`config.mk`:
```
export PLATFORM = sky130hd
export DESIGN_NAME = dadda_mac_pipe
export DESIGN_NICKNAME = d
export VERILOG_FILES = /design/src/rtl/dadda_mac_pipe.sv
export SDC_FILE = /design/constraint.sdc
export NUM_CORES = 1
export LEC_CHECK = 0
export ABC_AREA = 1
export CELL_PAD_IN_SITES_DETAIL_PLACEMENT = 0
export CELL_PAD_IN_SITES_GLOBAL_PLACEMENT = 2
export CORE_MARGIN = 10
export CORE_UTILIZATION = 35
export CTS_BUF_LIST = sky130_fd_sc_hd__clkbuf_16
export CTS_CLUSTER_DIAMETER = 40
export CTS_CLUSTER_SIZE = 12
export DETAILED_ROUTE_END_ITERATION = 8
export PLACE_DENSITY = 0.81
export SETUP_SLACK_MARGIN = 0.2
export SLEW_MARGIN = 40
export SYNTH_ARGS = -nofsm -noshare
export SYNTH_HDL_FRONTEND = slang
export SYNTH_SLANG_ARGS = --single-unit
```
`constraint.sdc`:
```
create_clock -name clk -period 3.4 [get_ports clk]
set_input_delay 0.68 -clock clk [delete_from_list [all_inputs] [get_ports clk]]
set_output_delay 0.68 -clock clk [all_outputs]
set_load 0.03 [all_outputs]
```
`src/rtl/dadda_mac_pipe.sv`:
```
`default_nettype none
// +----------------------------------------------------------------------------+
// | Module : dadda_mac_pipe                                                    |
// | Pipelined WIDTH x WIDTH multiply-add / multiply-accumulate: partial        |
// | products, row-level Dadda reduction and carry-propagate add split over     |
// | STAGES registers behind a single global valid/ready stall.                 |
// | Rev    : 1.0                                                               |
// +----------------------------------------------------------------------------+
module dadda_mac_pipe #(
  parameter int WIDTH  = 8,
  parameter int STAGES = 3,
  parameter int GUARD  = 8
) (
  input  logic                     clk,
  input  logic                     rst_n,
  input  logic                     in_valid,
  output logic                     in_ready,
  input  logic [WIDTH-1:0]         a,
  input  logic [WIDTH-1:0]         b,
  input  logic [2*WIDTH-1:0]       m,
  input  logic                     op,
  input  logic                     clr,
  output logic                     out_valid,
  input  logic                     out_ready,
  output logic [2*WIDTH+GUARD-1:0] res,
  output logic                     res_ovf
);

  localparam int ACC_W = 2*WIDTH + GUARD;
  localparam int NR    = WIDTH + 1;
  localparam int MID   = STAGES - 2;

  typedef logic [NR-1:0][ACC_W-1:0] rows_t;

  // Largest Dadda height (2,3,4,6,9,13,...) strictly below n.
  function automatic int dadda_below(input int n);
    int d, nx;
    d  = 2;
    nx = 3;
    for (int i = 0; i < 16; i++) begin
      if (nx < n) begin
        d  = nx;
        nx = nx + nx / 2;
      end
    end
    return d;
  endfunction

  function automatic int num_levels(input int n);
    int h, l;
    h = n;
    l = 0;
    for (int i = 0; i < 16; i++) begin
      if (h > 2) begin
        h = dadda_below(h);
        l = l + 1;
      end
    end
    return l;
  endfunction

  localparam int LVL = num_levels(NR);

  function automatic int lvl_lo(input int s);
    if (MID == 0)      return 0;
    else if (s >= MID) return LVL;
    else               return (s * LVL) / MID;
  endfunction

  function automatic int lvl_hi(input int s);
    if (MID == 0 || s >= MID) return LVL;
    else                      return ((s + 1) * LVL) / MID;
  endfunction

  // Applies Dadda levels [lo,hi): each level uses just enough 3:2 row
  // compressors to bring the height down to the next Dadda number.
  function automatic rows_t dadda_reduce(input rows_t r_in, input int lo, input int hi);
    rows_t r, nr;
    int    h, t, c;
    r = r_in;
    h = NR;
    for (int j = 0; j < 16; j++) begin
      if (h > 2) begin
        t = dadda_below(h);
        if (j >= lo && j < hi) begin
          c  = h - t;
          nr = '0;
          for (int k = 0; k < NR / 3; k++) begin
            if (k < c) begin
              nr[2*k]   = r[3*k] ^ r[3*k+1] ^ r[3*k+2];
              nr[2*k+1] = ((r[3*k] & r[3*k+1]) | (r[3*k] & r[3*k+2]) |
                           (r[3*k+1] & r[3*k+2])) << 1;
            end
          end
          for (int k = 0; k < NR; k++) begin
            if (k >= 3*c && k < h) nr[k-c] = r[k];
          end
          r = nr;
        end
        h = t;
      end
    end
    return r;
  endfunction

  logic [STAGES-2:0] vld_q, op_q, clr_q;
  rows_t             rows_q [STAGES-1];
  rows_t             red_w  [STAGES-1];
  rows_t             pp_d;

  logic              out_valid_q, res_ovf_q, sticky_q;
  logic [ACC_W-1:0]  res_q, acc_q;
  logic              res_ovf_d, sticky_d;
  logic [ACC_W-1:0]  res_d, acc_d;
  logic [ACC_W-1:0]  sum_w;
  logic [ACC_W:0]    acc_sum_w;

  assign in_ready  = !out_valid_q || out_ready;
  assign out_valid = out_valid_q;
  assign res       = res_q;
  assign res_ovf   = res_ovf_q;

  always_comb begin
    pp_d = '0;
    for (int i = 0; i < WIDTH; i++) begin
      pp_d[i] = ACC_W'(a & {WIDTH{b[i]}}) << i;
    end
    pp_d[WIDTH] = op ? '0 : ACC_W'(m);
  end

  always_comb begin
    for (int s = 0; s < STAGES-1; s++) begin
      red_w[s] = dadda_reduce(rows_q[s], lvl_lo(s), lvl_hi(s));
    end
  end

  always_ff @(posedge clk or negedge rst_n) begin
    if (!rst_n) begin
      vld_q <= '0;
      op_q  <= '0;
      clr_q <= '0;
      for (int s = 0; s < STAGES-1; s++) rows_q[s] <= '0;
    end else if (in_ready) begin
      vld_q[0]  <= in_valid;
      op_q[0]   <= op;
      clr_q[0]  <= clr;
      rows_q[0] <= pp_d;
      for (int s = 1; s < STAGES-1; s++) begin
        vld_q[s]  <= vld_q[s-1];
        op_q[s]   <= op_q[s-1];
        clr_q[s]  <= clr_q[s-1];
        rows_q[s] <= red_w[s-1];
      end
    end
  end

  assign sum_w     = red_w[MID][0] + red_w[MID][1];
  assign acc_sum_w = {1'b0, acc_q} + {1'b0, sum_w};

  // Bubbles leave acc, sticky flag and the held result untouched.
  always_comb begin
    acc_d     = acc_q;
    sticky_d  = sticky_q;
    res_d     = res_q;
    res_ovf_d = res_ovf_q;
    if (vld_q[MID]) begin
      if (!op_q[MID]) begin
        res_d     = sum_w;
        res_ovf_d = 1'b0;
      end else if (clr_q[MID]) begin
        acc_d     = sum_w;
        sticky_d  = 1'b0;
        res_d     = sum_w;
        res_ovf_d = 1'b0;
      end else begin
        acc_d     = acc_sum_w[ACC_W-1:0];
        sticky_d  = sticky_q | acc_sum_w[ACC_W];
        res_d     = acc_sum_w[ACC_W-1:0];
        res_ovf_d = sticky_q | acc_sum_w[ACC_W];
      end
    end
  end

  always_ff @(posedge clk or negedge rst_n) begin
    if (!rst_n) begin
      out_valid_q <= 1'b0;
      res_q       <= '0;
      res_ovf_q   <= 1'b0;
      acc_q       <= '0;
      sticky_q    <= 1'b0;
    end else if (in_ready) begin
      out_valid_q <= vld_q[MID];
      res_q       <= res_d;
      res_ovf_q   <= res_ovf_d;
      acc_q       <= acc_d;
      sticky_q    <= sticky_d;
    end
  end

endmodule
`default_nettype wire

```
==> metrics.txt, run 1 <==
post-synthesis net count 1497; ranking of synthesized cells by area dfrtp_1 40%, nand2_1 19%, fa_1 9.4%, ha_1 7.0%, inv_1 5.9%; Fill cells 3070; first-pass GRT wire length approximately 47000 µm; maximum fanout along the worst path 5; worst-path cell chain ha_2 > fa_2 > nand3_1 > nand3_4 > nand3_2 > nand4_1 > and2_1 > ha_4 > nand2_2 > inv_2 > nand2_2 > nor3_2 > nand2_1 > nand2_1 > nand2_1 > nand3_1 > nand2_1 > inv_2 > nand2_1; Max Root-Sink Buffers 2; yosys warns 0; synthesized flop and latch total approximately 170; via count approximately 8400; Final Slew Violations 0; row cnt 63; Main synth FF type dfrtp_1; post-synth top area cell dfrtp_1; IO Count 65; Worst Tran Pin Value 0.532 ns; layout cells sized above 1 0.104; post-route setup TNS 0 ns; worst vdd ir roughly 0.46 mV; final worst slack approximately 0.37 ns; Synth top area share 0.396; number of global-route vias before repair just under 9000; Max-slew headroom 0.645; register area approximately 0.0042 mm²; period utilisation layout 0.890; Critical Path RT between 3 and 4 ns; Yosys cell types 44; Final Net Count about 1600; final RePlAce weighted congestion slightly below 0.9; startpoint types register; R2R setup slack 0.37 ns; CP delay by family, top simple AND/OR/NAND/NOR gates; port bufs 64; mean cell area of the mapped netlist between 7 and 8 µm²; Clock Sinks 169; maxcap violations 0; skew final 0.0161 ns; r2r startpoint red_w[2]; RSZ-0062 raised after global routing yes; final hold violation count 0; highest clock rate ~330 MHz; diodes inserted 0; clock period minus worst slack about 3.0 ns; Reg2Reg Depth 19; DRC errors left 0; Setup crit end acc_q[16]; Leak between 6 and 7 nW; most frequent CP cell nand2_1; Clock H-tree levels 4; Critical Path Stages 19; CTS root buf clkbuf_16; Chip Width slightly below 200 µm; Seq/Total Area, Yosys 0.396; non-filler instance count after layout about 1800; clk slew on worst S/H paths 0.08 ns; Post-DP HPWL approximately 22000 µm; CTS Hold Bufs 0; placed insts approximately 1800; GRT overflow 0; worst path bufs/invs 2; die area between 0.03 and 0.04 mm²; CTS buffer count 17; Critical R2R Capture acc_q[16]; initial antenna violation count 0; global-route usage over all layers 0.150; Routed Antenna Nets 0; async set-or-reset flop fraction in the synthesized netlist 1.00; Post-synth EDFFs 0; largest net degree at the start of global routing about 120; CP max stage cell dfrtp_1; Post-Place Worst Slack around 0.071 ns; Clock Latency Late Sink about 0.45 ns; initial DRC count roughly 460; DR pass1 iterations 5; final wirelength ~28000 µm; Critical Path Max Stage Delay slightly below 0.4 ns; Critical Path Sink Type register; core area approximately 0.03 mm²; commonest non-fill, non-tap cell in the layout nand2_1; CTS tree yes; die height around 190 µm; worst path arrival time around 3.4 ns; outcome finished clean; post-DR wirelength/cell around 16 µm; Initial Util 0.357; Cell Area, Synth ~0.011 mm²; Critical path origin red_w[2]; area occupied by multi-input gates between 0.005 and 0.006 mm²; HP Class input pin to async pin; Hold Slack around 0.18 ns; area grow syn2layout 19.7%; DR vias/cell around 4.6; final setup fails 0; critical path class register to register; Pwr per Cell Area 982 mW/mm²; most frequent cells in the layout 521 x nand2_1, 169 x dfrtp_1, 167 x inv_1, 76 x o21ai_0, 68 x nand3_1; Syn Inst Count 1349
==> where the power goes <==
group / internal, mW / switching (mW)
Sequential: 2.60 / 0.440
Clock: 1.13 / 0.966
Combinational: 2.85 / 4.58
==> cell families (layout without fill, tap and decap cells) <==
| family | Yosys count | in the layout | share of synthesized area |
|---|---|---|---|
| xor+xnor | 9 | 9 | 0.00949 |
| compound gates | 131 | 131 | 0.0708 |
| flops | 169 | 169 | 0.396 |
| simple gates | 708 | 708 | 0.278 |
| fa+ha+maj | 110 | 110 | 0.164 |
| buf+inv | 222 | 293 | 0.0812 |
==> worst min-delay path by stage <==
| stage | startpoint | slack, ns | to | depth (start not counted) |
|---|---|---|---|---|
| floorplan | rst_n | 0.38 | acc_q[0] | 0 |
| global placement | res_ovf | 0.46 | res_ovf | 2 |
| detailed placement | vld_q[0] | 0.46 | vld_q[0] | 2 |
| CTS | rst_n | 0.18 | res[3] | 1 |
| global route | rst_n | 0.21 | res[3] | 1 |
| finish | rst_n | 0.18 | res[3] | 1 |
==> through the flow <==
step / util / instance area (µm²) / power, mW
after floorplan: - / 10700 / 7.87
after global placement: 0.394 / 11800 / 9.83
after detailed placement: 0.394 / 11800 / 9.89
after CTS: 0.415 / 12400 / 12.1
after global routing: 0.428 / 12800 / 13.8
final: 0.428 / 12800 / 12.6
==> area by class of cell <==
type / instances / share of cell area
well taps: 390 / 0.0382
multi-input cells: 958 / 0.464
clock buffers: 17 / 0.0333
inverters: 174 / 0.0511
flip-flops and latches: 169 / 0.331
clock inverters: 15 / 0.0158
repair buffers: 87 / 0.0667
==> flip-flops by register name, indices dropped and copies added (netlist names), 2 cells and up <==
signal,count
rows_q,80
red_w,32
acc_q,24
res,24
clr_q,2
op_q,2
vld_q,2
==> metal layers <==
layer	up-vias	global-route usage	wire length, µm
met2	94	0.263	14200
met3	20	0.0260	749
met1	3950	0.188	12900
li1	4320	-	-
met5	-	0	0
met4	0	0.0346	317
==> synth_stat cells, types with 5 or more instances <==
library cell,n
nand2_2,9
a21oi_1,23
nor2_2,7
a22o_1,16
ha_1,60
nor2_1,38
nand2_1,530
buf_2,15
nand3_2,5
and2_1,12
clkbuf_1,14
o21ai_0,76
nand3b_1,7
fa_1,50
nand3_1,72
inv_1,168
dfrtp_1,169
nand4_1,15
xor2_1,5
buf_1,16
inv_2,5
==> timing repair <==
item | CTS | global route
endpoints found under the setup margin | 21 | 36
cloned | 0 | 0
resized for setup | 4 | 68
setup buffers | 0 | 6
pin swaps | 0 | 10
hold endpoints to repair | 0 | 0
(Power assumes the default switching activity.)
==> inputs of run 2 (changes only) <==
CAP_MARGIN = 20   (was not set)
CORE_ASPECT_RATIO = 0.7   (was not set)
==> metrics.txt, run 2 (synthesis gave the netlist of run 1 again) <==
outcome finished clean; net switching fraction of the power 0.484; post-DR wirelength/cell around 16 µm; Initial Util 0.355; non-filler instance count after layout approximately 1800; DR pass1 iterations 5; Final Net Count between 1500 and 2000; critical path class register to register; CTS tree yes; DR vias/cell 4.70; port bufs 64; fin area 0.0127 mm²; maximum fanout along the worst path 5; Pwr per Cell Area slightly below 1000 mW/mm²; combinational share of power 0.596; skew final 0.0134 ns; Fill cells just over 3000; Critical Path RT 3.75 ns; Clock Sinks ~170; placement-stage cell area between 0.01 and 0.015 mm²; die height between 150 and 200 µm; commonest non-fill, non-tap cell in the layout nand2_1; Biggest register rows_q; CP delay by family, top simple AND/OR/NAND/NOR gates; Chip Width between 200 and 250 µm; Post-DP HPWL 22400 µm; Routed Antenna Nets 0; highest clock rate 324 MHz; initial antenna violation count 0; worst vdd ir 0.370 mV; Clock H-tree levels 4; first-pass GRT wire length 48600 µm; Sequential Power Share 0.242; IO Count 65; final hold violation count 0; via count about 8600; NetSw just over 6 mW; HP Class input pin to async pin; GRT overflow 0; most frequent CP cell nand2_1; startpoint types register; maxcap violations 0; DRC errors left 0; Worst Tran Pin Value ~0.6 ns; clock period minus worst slack a little over 3 ns; area occupied by multi-input gates ~0.0059 mm²; die area between 0.03 and 0.04 mm²; global-route usage over all layers 0.162; most frequent cells in the layout 522 x nand2_1, 168 x inv_1, 167 x dfrtp_1, 76 x o21ai_0, 68 x nand3_1; Max-slew headroom 0.597; final setup fails 0; row cnt 53; CTS root buf clkbuf_16; core area between 0.03 and 0.04 mm²; internal power approximately 6.5 mW; area grow syn2layout 18.9%; final wirelength between 20000 and 30000 µm; worst path arrival time 3.44 ns; Final Slew Violations 0; clk slew on worst S/H paths approximately 0.07 ns; Critical Path Max Stage Delay about 0.40 ns; register area approximately 0.0042 mm²; RSZ-0062 raised after global routing yes; number of global-route vias before repair around 8600; Post-Place Worst Slack -0.0346 ns; Critical Path Sink Type register; diodes inserted 0; worst path bufs/invs 2; final RePlAce weighted congestion around 0.93; layout cells sized above 1 0.0977; Leak between 6 and 7 nW; worst-path cell chain ha_2 > fa_2 > nand2_1 > nand3_4 > xor2_4 > ha_2 > nand2_2 > inv_1 > nand2_1 > nand2_2 > inv_1 > nand2_1 > nand2_1 > nand3_1 > nand2_1 > nand3_1 > nand2_1; largest net degree at the start of global routing 63; CTS buffer count 17; Max Root-Sink Buffers 2; Clock Latency Late Sink about 0.46 ns; placed insts 1791; final worst slack about 0.32 ns; Clock Power Share 0.163; max FFs per register 80; period utilisation layout 0.907; initial DRC count around 740; CP max stage cell dfrtp_1
run 2: changes by cell type in the layout (fill, tap and decap cells not counted), sizes merged:
cell      before  now
bufinv         2    3
clkinvlp       0    2
inv          180  177
buf           24   16
run 2: repair_timing:
action                                  in CTS  in global routing
hold buffers                                 0                  0
endpoints found under the setup margin      20                 33
setup buffers                                1                  0
pin swaps                                    1                  7
gates resized for setup                     11                 64
run 2: power groups by stage:
| stage | registers, mW | logic, mW | clock network, mW |
|---|---|---|---|
| after floorplan | 3.14 | 4.72 | 0 |
| after global placement | 3.04 | 6.88 | 0 |
| after detailed placement | 3.04 | 6.85 | 0 |
| after CTS | 3.01 | 6.98 | 2.11 |
| after global routing | 3.13 | 8.62 | 2.19 |
| final | 3.05 | 7.51 | 2.05 |
run 2: final timing paths:
path	from	endpoint	slack, ns	depth (start not counted)
min	rst_n	rows_q[373]	0.16	1
min reg2reg	res[21]	res[21]	0.48	2
max reg2reg	red_w[26]	res[18]	0.32	17
max	red_w[26]	res[18]	0.32	17
min in group clk	res[21]	res[21]	0.48	2
max in group asynchronous	rst_n	red_w[27]	2.49	2
run 2: layout make-up:
type	instances	share of cell area
multi-input cells	958	0.466
flip-flops and latches	169	0.333
repair buffers	79	0.0614
inverters	174	0.0515
well taps	412	0.0406
clock buffers	17	0.0335
clock inverters	15	0.0135
run 2: per-layer routing:
layer	part of all wire	vias up	GRT usage
li1	-	4317	-
met1	0.56	4077	0.259
met2	0.38	164	0.211
met3	0.048	17	0.0338
met4	0.0084	0	0.0393
met5	0	-	0
run 2: worst register-to-register path, stage by stage (launching register included):
cell     delay [ns]
dfrtp_1        0.40
ha_2           0.22
fa_2           0.38
nand2_1        0.13
nand3_4        0.13
xor2_4         0.19
ha_2           0.40
nand2_2        0.17
inv_1          0.09
nand2_1        0.06
nand2_2        0.14
inv_1          0.06
nand2_1        0.16
nand2_1        0.11
nand3_1        0.10
nand2_1        0.05
nand3_1        0.13
nand2_1        0.06
run 2: stage by stage:
| step | util | hold WS [ns] | power [mW] | TNS (ns) |
|---|---|---|---|---|
| 4_1_cts | 0.413 | 0.175 | 12.1 | 0 |
| 3_5_place_dp | 0.391 | 0.471 | 9.89 | -0.100 |
| 2_1_floorplan | - | 0.384 | 7.87 | 0 |
| 5_1_grt | 0.423 | 0.189 | 13.9 | 0 |
| 3_3_place_gp | 0.391 | 0.469 | 9.91 | -0.213 |
| 6_report | 0.423 | 0.156 | 12.6 | 0 |
